### config.mk
export PLATFORM = sky130hd
export DESIGN_NAME = next_pc_unit_flat
export DESIGN_NICKNAME = d
export VERILOG_FILES = /design/src/rtl/next_pc_if.sv /design/src/rtl/next_pc_unit.sv /design/src/flat_wrapper.sv
export SDC_FILE = /design/constraint.sdc
export NUM_CORES = 1
export LEC_CHECK = 0
export BUFFER_PORTS_ARGS = -buffer_cell sky130_fd_sc_hd__buf_4
export CAP_MARGIN = 5
export CORE_MARGIN = 2
export CORE_UTILIZATION = 51
export DETAILED_ROUTE_END_ITERATION = 12
export HOLD_SLACK_MARGIN = 0.05
export PLACE_DENSITY = 0.74
export SLEW_MARGIN = 20
export SYNTH_ARGS = -nofsm -noshare
export SYNTH_HDL_FRONTEND = slang
export SYNTH_SLANG_ARGS = --single-unit
### constraint.sdc
create_clock -name clk -period 8.2 [get_ports clk]
set_clock_uncertainty 0.05 [all_clocks]
set_input_delay 0.41 -clock clk [delete_from_list [all_inputs] [get_ports clk]]
set_output_delay 0.41 -clock clk [all_outputs]
set_load 0.02 [all_outputs]
### src/rtl/next_pc_if.sv
// rtl/next_pc_if.sv - request/result bundle between decode stage and next_pc_unit
interface next_pc_if #(
  parameter int PC_W   = 32,
  parameter int ADDR_W = 26,
  parameter int IMM_W  = 16
);
  logic              en;
  logic [2:0]        kind;
  logic [PC_W-1:0]   pc;
  logic [ADDR_W-1:0] addr;
  logic [IMM_W-1:0]  imm;
  logic [31:0]       reg_addr;
  logic [31:0]       cmp_a;
  logic [31:0]       cmp_b;
  logic [PC_W-1:0]   pc_out;
  logic [PC_W-1:0]   link_out;
  logic              link_we;
  logic              done;
  logic              busy;
  logic              err;

  modport master (
    output en, kind, pc, addr, imm, reg_addr, cmp_a, cmp_b,
    input  pc_out, link_out, link_we, done, busy, err
  );

  modport slave (
    input  en, kind, pc, addr, imm, reg_addr, cmp_a, cmp_b,
    output pc_out, link_out, link_we, done, busy, err
  );
endinterface

### src/rtl/next_pc_unit.sv
// rtl/next_pc_unit.sv - next-PC resolver (seq/J/JAL/JR/BEQ/BNE/RET), IDLE->CALC->DONE
// Optional return-address stack compiled in with NEXT_PC_RAS_EN.
module next_pc_unit #(
  parameter int PC_W      = 32,
  parameter int ADDR_W    = 26,
  parameter int IMM_W     = 16,
  parameter int RAS_DEPTH = 4
) (
  input  logic clk,
  input  logic rst,
  next_pc_if.slave bus
);
  typedef enum logic [1:0] {IDLE, CALC, DONE} state_t;

  localparam logic [2:0] K_J   = 3'd1;
  localparam logic [2:0] K_JAL = 3'd2;
  localparam logic [2:0] K_JR  = 3'd3;
  localparam logic [2:0] K_BEQ = 3'd4;
  localparam logic [2:0] K_BNE = 3'd5;
  localparam logic [2:0] K_RET = 3'd6;

  if (PC_W < 27 || PC_W > 32 || ADDR_W >= PC_W || IMM_W >= PC_W ||
      RAS_DEPTH < 2 || RAS_DEPTH > 16 || (RAS_DEPTH & (RAS_DEPTH - 1)) != 0) begin : g_bad_params
    $error("next_pc_unit: illegal parameter combination");
  end

  state_t            state_q, state_d;
  logic [2:0]        kind_q, kind_d;
  logic [PC_W-1:0]   pc_q, pc_d;
  logic [ADDR_W-1:0] addr_q, addr_d;
  logic [IMM_W-1:0]  imm_q, imm_d;
  logic [31:0]       reg_addr_q, reg_addr_d;
  logic [31:0]       cmp_a_q, cmp_a_d;
  logic [31:0]       cmp_b_q, cmp_b_d;
  logic [PC_W-1:0]   res_pc_q, res_pc_d;
  logic              res_err_q, res_err_d;
  logic [PC_W-1:0]   pc_out_q, pc_out_d;
  logic [PC_W-1:0]   link_out_q, link_out_d;
  logic              link_we_q, link_we_d;
  logic              done_q, done_d;
  logic              busy_q, busy_d;
  logic              err_q, err_d;

  logic [PC_W-1:0]   pc_inc;
  logic [PC_W-1:0]   br_tgt;
  logic [PC_W-1:0]   jr_tgt;
  logic              jr_mis;
  logic [33:0]       reg_addr_ext;
  logic [PC_W-1:0]   tgt;
  logic              tgt_err;

`ifdef NEXT_PC_RAS_EN
  localparam int PTR_W = $clog2(RAS_DEPTH);
  localparam int CNT_W = PTR_W + 1;

  logic [PC_W-1:0]  ras_q [RAS_DEPTH];
  logic [PC_W-1:0]  ras_d [RAS_DEPTH];
  logic [PTR_W-1:0] ras_ptr_q, ras_ptr_d;
  logic [CNT_W-1:0] ras_cnt_q, ras_cnt_d;
  logic [PTR_W-1:0] ras_top;

  assign ras_top = ras_ptr_q - PTR_W'(1);
`endif

  // Target evaluation works only on the latched request.
  always_comb begin
    pc_inc       = pc_q + PC_W'(1);
    br_tgt       = pc_inc + {{(PC_W-IMM_W){imm_q[IMM_W-1]}}, imm_q};
    reg_addr_ext = {2'b00, reg_addr_q};
    jr_tgt       = reg_addr_ext[PC_W+1:2];
    jr_mis       = (reg_addr_q[1:0] != 2'b00);
    tgt          = pc_inc;
    tgt_err      = 1'b0;
    case (kind_q)
      K_J, K_JAL: tgt = {pc_q[PC_W-1:ADDR_W], addr_q};
      K_BEQ:      tgt = (cmp_a_q == cmp_b_q) ? br_tgt : pc_inc;
      K_BNE:      tgt = (cmp_a_q != cmp_b_q) ? br_tgt : pc_inc;
`ifdef NEXT_PC_RAS_EN
      K_RET: begin
        if (ras_cnt_q == '0) begin
          tgt_err = 1'b1;
        end else begin
          tgt = ras_q[ras_top];
        end
      end
      K_JR: begin
`else
      K_JR, K_RET: begin
`endif
        if (jr_mis) begin
          tgt_err = 1'b1;
        end else begin
          tgt = jr_tgt;
        end
      end
      default: tgt = pc_inc;
    endcase
  end

  always_comb begin
    state_d    = state_q;
    kind_d     = kind_q;
    pc_d       = pc_q;
    addr_d     = addr_q;
    imm_d      = imm_q;
    reg_addr_d = reg_addr_q;
    cmp_a_d    = cmp_a_q;
    cmp_b_d    = cmp_b_q;
    res_pc_d   = res_pc_q;
    res_err_d  = res_err_q;
    pc_out_d   = pc_out_q;
    link_out_d = link_out_q;
    link_we_d  = 1'b0;
    done_d     = 1'b0;
    busy_d     = busy_q;
    err_d      = err_q;
`ifdef NEXT_PC_RAS_EN
    ras_d      = ras_q;
    ras_ptr_d  = ras_ptr_q;
    ras_cnt_d  = ras_cnt_q;
`endif
    case (state_q)
      IDLE: begin
        if (bus.en) begin
          kind_d     = bus.kind;
          pc_d       = bus.pc;
          addr_d     = bus.addr;
          imm_d      = bus.imm;
          reg_addr_d = bus.reg_addr;
          cmp_a_d    = bus.cmp_a;
          cmp_b_d    = bus.cmp_b;
          busy_d     = 1'b1;
          err_d      = 1'b0;
          state_d    = CALC;
        end
      end
      CALC: begin
        res_pc_d  = tgt;
        res_err_d = tgt_err;
        state_d   = DONE;
      end
      DONE: begin
        // All architectural updates land on this edge so a reset before it leaves no trace.
        pc_out_d = res_pc_q;
        err_d    = res_err_q;
        done_d   = 1'b1;
        busy_d   = 1'b0;
        if (kind_q == K_JAL) begin
          link_out_d = pc_inc;
          link_we_d  = 1'b1;
`ifdef NEXT_PC_RAS_EN
          ras_d[ras_ptr_q] = pc_inc;
          ras_ptr_d        = ras_ptr_q + PTR_W'(1);
          if (ras_cnt_q != CNT_W'(RAS_DEPTH)) begin
            ras_cnt_d = ras_cnt_q + CNT_W'(1);
          end
`endif
        end
`ifdef NEXT_PC_RAS_EN
        if (kind_q == K_RET && ras_cnt_q != '0) begin
          ras_ptr_d = ras_top;
          ras_cnt_d = ras_cnt_q - CNT_W'(1);
        end
`endif
        state_d = IDLE;
      end
      default: state_d = IDLE;
    endcase
  end

  always_ff @(posedge clk or posedge rst) begin
    if (rst) begin
      state_q    <= IDLE;
      kind_q     <= '0;
      pc_q       <= '0;
      addr_q     <= '0;
      imm_q      <= '0;
      reg_addr_q <= '0;
      cmp_a_q    <= '0;
      cmp_b_q    <= '0;
      res_pc_q   <= '0;
      res_err_q  <= 1'b0;
      pc_out_q   <= '0;
      link_out_q <= '0;
      link_we_q  <= 1'b0;
      done_q     <= 1'b0;
      busy_q     <= 1'b0;
      err_q      <= 1'b0;
    end else begin
      state_q    <= state_d;
      kind_q     <= kind_d;
      pc_q       <= pc_d;
      addr_q     <= addr_d;
      imm_q      <= imm_d;
      reg_addr_q <= reg_addr_d;
      cmp_a_q    <= cmp_a_d;
      cmp_b_q    <= cmp_b_d;
      res_pc_q   <= res_pc_d;
      res_err_q  <= res_err_d;
      pc_out_q   <= pc_out_d;
      link_out_q <= link_out_d;
      link_we_q  <= link_we_d;
      done_q     <= done_d;
      busy_q     <= busy_d;
      err_q      <= err_d;
    end
  end

`ifdef NEXT_PC_RAS_EN
  always_ff @(posedge clk or posedge rst) begin
    if (rst) begin
      for (int i = 0; i < RAS_DEPTH; i++) ras_q[i] <= '0;
      ras_ptr_q <= '0;
      ras_cnt_q <= '0;
    end else begin
      ras_q     <= ras_d;
      ras_ptr_q <= ras_ptr_d;
      ras_cnt_q <= ras_cnt_d;
    end
  end
`endif

  assign bus.pc_out   = pc_out_q;
  assign bus.link_out = link_out_q;
  assign bus.link_we  = link_we_q;
  assign bus.done     = done_q;
  assign bus.busy     = busy_q;
  assign bus.err      = err_q;
endmodule

### src/flat_wrapper.sv
// flat-port wrapper written by rule: the top's interface ports become plain ports
module next_pc_unit_flat 
#(
  parameter int PC_W      = 32,
  parameter int ADDR_W    = 26,
  parameter int IMM_W     = 16,
  parameter int RAS_DEPTH = 4
)
  (clk, rst, bus_en, bus_kind, bus_pc, bus_addr, bus_imm, bus_reg_addr, bus_cmp_a, bus_cmp_b, bus_pc_out, bus_link_out, bus_link_we, bus_done, bus_busy, bus_err);
  next_pc_if #(.PC_W(PC_W), .ADDR_W(ADDR_W), .IMM_W(IMM_W)) bus_i ();
  input  logic clk;
  input  logic rst;
  input wire logic [$bits(bus_i.en)-1:0] bus_en;
  input wire logic [$bits(bus_i.kind)-1:0] bus_kind;
  input wire logic [$bits(bus_i.pc)-1:0] bus_pc;
  input wire logic [$bits(bus_i.addr)-1:0] bus_addr;
  input wire logic [$bits(bus_i.imm)-1:0] bus_imm;
  input wire logic [$bits(bus_i.reg_addr)-1:0] bus_reg_addr;
  input wire logic [$bits(bus_i.cmp_a)-1:0] bus_cmp_a;
  input wire logic [$bits(bus_i.cmp_b)-1:0] bus_cmp_b;
  output wire logic [$bits(bus_i.pc_out)-1:0] bus_pc_out;
  output wire logic [$bits(bus_i.link_out)-1:0] bus_link_out;
  output wire logic [$bits(bus_i.link_we)-1:0] bus_link_we;
  output wire logic [$bits(bus_i.done)-1:0] bus_done;
  output wire logic [$bits(bus_i.busy)-1:0] bus_busy;
  output wire logic [$bits(bus_i.err)-1:0] bus_err;
  assign bus_i.en = bus_en;
  assign bus_i.kind = bus_kind;
  assign bus_i.pc = bus_pc;
  assign bus_i.addr = bus_addr;
  assign bus_i.imm = bus_imm;
  assign bus_i.reg_addr = bus_reg_addr;
  assign bus_i.cmp_a = bus_cmp_a;
  assign bus_i.cmp_b = bus_cmp_b;
  assign bus_pc_out = bus_i.pc_out;
  assign bus_link_out = bus_i.link_out;
  assign bus_link_we = bus_i.link_we;
  assign bus_done = bus_i.done;
  assign bus_busy = bus_i.busy;
  assign bus_err = bus_i.err;
  next_pc_unit #(.PC_W(PC_W), .ADDR_W(ADDR_W), .IMM_W(IMM_W), .RAS_DEPTH(RAS_DEPTH)) u_core (.clk(clk), .rst(rst), .bus(bus_i));
endmodule
; ---- Word level (Yosys, flattened, before mapping)
; Cells that the tools add are included.
[totals]
regBits = 276
input_bits = 176
out_inout_bits = 68
elab_cells = 52
[op_classes]
add_sub_neg = 2
eq_ne = 11
mux = 15
reduce_logical = 8
[ops]
columns = op, count
row1 = $pmux W32 S4, 1
row2 = $mux W32, 3
row3 = $add A32 B1 Y32 const B, 1
row4 = $add A32 B32 Y32, 1
row5 = $eq A32 B32 Y1, 1
row6 = $ne A32 B32 Y1, 1
row7 = $eq A3 B3 Y1 const B, 3
row8 = $mux W1, 7
row9 = $eq A3 B2 Y1 const B, 2
row10 = $reduce_and A2 Y1, 3
row11 = $pmux W1 S2, 2
row12 = $pmux W2 S2, 1
row13 = $reduce_bool A2 Y1, 2
row14 = $reduce_or A2 Y1, 2
row15 = $eq A3 B1 Y1 const B, 1
row16 = $eq A2 B1 Y1 const B, 1
row17 = $eq A2 B2 Y1 const B, 1
row18 = $logic_not A2 Y1, 1
row19 = $mux W2, 1
row20 = $ne A2 B2 Y1 const B, 1

; ---- Longest topological paths before layout
[logic_depth]
ltp_word = 4
depth_mapped = 18
ltp_nobuf = 17

; ---- Worst setup path before layout
; OpenSTA, ideal clock, no wires.
[synth_timing]
path_kind = register -> register
from = register u_core.pc_q[12]
to = register u_core.res_pc_q[29]
setup_ps = 126
t_arrival_ps = 3602
setup_slack_ps = 4422
path_stages_with_launch = 19
path_cell_list = dfrtp_1 -> nand4_2 -> or2_1 -> or3_4 -> or2_1 -> nor2b_1 -> xnor2_1 -> clkinv_1 -> ha_1 -> clkbuf_1 -> a21o_1 -> a21o_1 -> a21oi_1 -> nor2_1 -> a41oi_1 -> o311ai_0 -> xor2_1 -> a221oi_1 -> nor2_1
[synth_via]
elab_chain_len = 4
word_cells_on_any_way = 6
cone_classes = add/sub: 2 / mux: 4
[synth_lines]
columns = element, line_no
row1 = from (decl), next_pc_unit.sv:29  ; logic [PC_W-1:0] pc_q, pc_d;
row2 = from (signal assigned), next_pc_unit.sv:192  ; pc_q <= pc_d;
row3 = $add A32 B1 Y32 (*), next_pc_unit.sv:67  ; pc_inc = pc_q + PC_W'(1);
row4 = named net u_core.pc_inc[24], next_pc_unit.sv:44  ; logic [PC_W-1:0] pc_inc;
row5 = $add A32 B32 Y32 (*), next_pc_unit.sv:68  ; br_tgt = pc_inc + {{(PC_W-IMM_W){imm_q[IMM_W-1]}}, imm_q};
row6 = $mux W32 (on tied branches), "next_pc_unit.sv:77, next_pc_unit.sv:76"
row7 = $pmux W32 S4 (*), next_pc_unit.sv:74  ; case (kind_q)
row8 = to (signal assigned), next_pc_unit.sv:198  ; res_pc_q <= res_pc_d;
row9 = to (decl), next_pc_unit.sv:35  ; logic [PC_W-1:0] res_pc_q, res_pc_d;
; Mark *: on every way through the listed nets, which the timed path passes. The rest lies on a longest branch.
; A chain may end at the register's enable or synchronous reset.

; ---- Worst setup path in the final report
[layout_timing]
from = register u_core.pc_q[3]
to = register u_core.res_pc_q[25]
; The elaborated chain is that of the path after synthesis.

==> impl_metrics.ini <==
[outcome]
status = finished clean

[power]
irDropWorstVdd_mv = 0.2664
power_leakage_nw = 8.396
power_density_mw_per_mm2 = 321.9

[global_routing]
antenna_found_initial = 1
first_global_vias = 11540
gr-total-overflow = 0
grt_pass1_wl_mm = 63.30
grt_max_degree = 152
grt_usage_pct = 28.55

[sta]
hold_ws_ps = 77.25
fin_crit_sh_pct = 53.49
post-route-min-period_ps = 4386
tightest_slew_ps = 1110
drv_slew = 0
setup_viol = 0
tns_ps = 0
finalHoldViolCount = 0
layout_setup_ws_ps = 3814
max_freq_mhz = 228.0
maxSlewHeadroom_pct = 26.01
rsz0062_at_grt = false

[critical_path]
cp-end-kind = flop
r2r_start = u_core.pc_q[3]
crit_path_max_fanout = 8
worstRegToRegCells = 15
startpoint_type = flop
startpoint = u_core.pc_q[3]
rrSetupSlack_ps = 3810
setup.worst_path.class = reg -> reg
crit_arrival_ps = 4790
rr_endpoint = u_core.res_pc_q[25]
worstPathRequired_ps = 8600

[synthesis]
syn-cell-area_sq_mm = 0.01352
yosys-top-cells-area = dfrtp_1, mux2_2, nand2_1
synth-edff-count = 0
syn_area_per_cell_sq_um = 11.13
yosysTopAreaCell = dfrtp_1
synth_cells = 1215
async_flop_share_pct = 100.0
ys_warn_count = 0
synth_seq_cells = 276
ys_seq_area_share_pct = 51.09
synth_nets = 1431
synth.distinct_cells = 64
synthFlopType = dfrtp_1
yosysTopAreaCellShare_pct = 51.09

[worst_hold_path]
hold_end = u_core.pc_q[12]
hold_path_depth = 2
hold_start = bus_pc[12]
hp-class = in -> reg

[cts]
ctsResizeCount = 0
clock_path_buffers = 3
clk_pin_slew_ps = 60
hold_buffers = 172
clkLatencyLatePin_ps = 570
cts_setup_buffers = 0
cts-htree-levels = 1
cts_tree = built
cts_root_buf = clkbuf_16
cts_buffers = 30
numClockSinks = 276

[floorplanning]
rows = 59
die_w_microns = 166.8
core_area_sq_mm = 0.02606
initial_core_util_pct = 51.88
die_area_sq_mm = 0.02783
die_y_microns = 166.8
num_io_pins = 244

[placement]
dp_hpwl_mm = 25.76
place_congestion = 0.9079
io_buffer_count = 243
pre_cts_ws_ps = 3922

[routing]
vias = 11070
drt-pass1-iter-count = 5
vias_per_cell = 5.600
drtIter0Drc = 732
drc_errors = 0
wl_per_cell_microns = 20.25
ant_nets = 0
drt-total-wl_mm = 40.01

[finish]
drive_gt1_share_pct = 31.14
final_nets = 1835
utilization_pct = 71.04
num_antenna_cells = 0
n_fill_cell = 1831
syn2layout_area_growth_pct = 36.94

[flow_run]
cap_violations = 0
worst max-delay path: stages (launching register included):
cell and delay, ps:
dfrtp_1 410, and3_1 190, and2_1 190, nand4_1 370, nor2_1 290, and3_1 200
xor2_1 250, ha_1 380, a21o_1 210, a31oi_1 180, o21ai_0 110, a21oi_1 530
o21ai_1 210, a221oi_1 400, o22ai_1 150, nand2b_1 160
synthesized netlist by cell type, types with 7 or more instances:
| cell | n |
|---|---|
| inv_1 | 25 |
| a31oi_1 | 7 |
| xor2_1 | 58 |
| a21o_1 | 14 |
| nand3_1 | 18 |
| a21oi_1 | 51 |
| clkbuf_1 | 56 |
| a221o_1 | 15 |
| a22oi_1 | 13 |
| o21ai_0 | 29 |
| ha_1 | 39 |
| mux2_2 | 188 |
| dfrtp_1 | 276 |
| nor3_1 | 9 |
| nor4_1 | 10 |
| xnor2_1 | 31 |
| nand2_1 | 163 |
| a221oi_1 | 26 |
| nand4_1 | 14 |
| nor2_1 | 82 |
worst max path at each step:
stage                           to  cells after the start
4_1_cts        u_core.res_pc_q[25]                     15
2_1_floorplan     u_core.addr_q[0]                      1
6_report       u_core.res_pc_q[25]                     15
3_3_place_gp   u_core.res_pc_q[25]                     15
5_1_grt        u_core.res_pc_q[25]                     15
3_5_place_dp   u_core.res_pc_q[25]                     15
metrics by stage:
| step | power (mW) | std cells | cell area, sq um |
|---|---|---|---|
| 6_report | 5.959 | 1976 | 18510 |
| 4_1_cts | 5.935 | 1975 | 18500 |
| 2_1_floorplan | 3.596 | 1215 | 13520 |
| 3_3_place_gp | 4.299 | 1749 | 15670 |
| 5_1_grt | 6.289 | 1976 | 18510 |
| 3_5_place_dp | 4.351 | 1749 | 15670 |
cell usage in the layout (no fill, tap or decap), types with 29 or more instances in the layout:
master,count
dlygate4sd3_1,173
clkbuf_16,30
ha_1,39
xnor2_1,31
a21oi_1,51
xor2_1,58
o21ai_0,29
mux2_2,188
dfrtp_1,276
nor2_1,80
nand2_1,163
buf_4,257
area by class of cell:
type	count	area, sq um	share of cell area, %
tap	335	419.2	2.264
clock buffer	37	827.0	4.467
sequential	276	6907	37.31
inverter	28	117.6	0.6353
multi-input combinational	853	6300	34.03
clock inverter	17	281.5	1.521
timing repair buffer	430	3661	19.78
cell families (layout without fill, tap and decap cells):
group	Yosys count	after routing	share of synthesized area, %
and+or+nand+nor	337	337	11.20
DFF	276	276	51.09
adders and majority gates	41	41	3.832
xor gates and xnor gates	89	89	5.766
buffers and inverters	86	512	2.388
muxes	189	189	15.74
AOI/OAI and AO/OA	197	197	9.986
state kept, by name (all words and copies together) (netlist names):
register,cells
u_core.res_pc_q,32
u_core.pc_q,32
u_core.reg_addr_q,32
u_core.cmp_a_q,32
u_core.kind_q,3
u_core.imm_q,16
u_core.res_err_q,1
u_core.cmp_b_q,32
u_core.bus.link_we,1
u_core.bus.err,1
u_core.bus.link_out,32
u_core.bus.busy,1
u_core.addr_q,26
u_core.bus.pc_out,32
u_core.state_q,2
u_core.bus.done,1
routing by layer:
metal	GRT usage [%]	part of all wire, %	up-vias
li1	-	-	5112
met1	38.09	42	5488
met2	48.28	49	383
met3	5.228	6.2	82
met4	7.684	2.7	0
met5	0	0	-
where the power goes:
group,total [mW],leakage (nW),switching [mW],internal [mW]
Clock,1.50,0.534,0.569,0.933
Sequential,2.17,3.27,0.356,1.82
Combinational,2.28,4.60,1.24,1.04
Note: power is estimated with default switching activity, not from simulation.
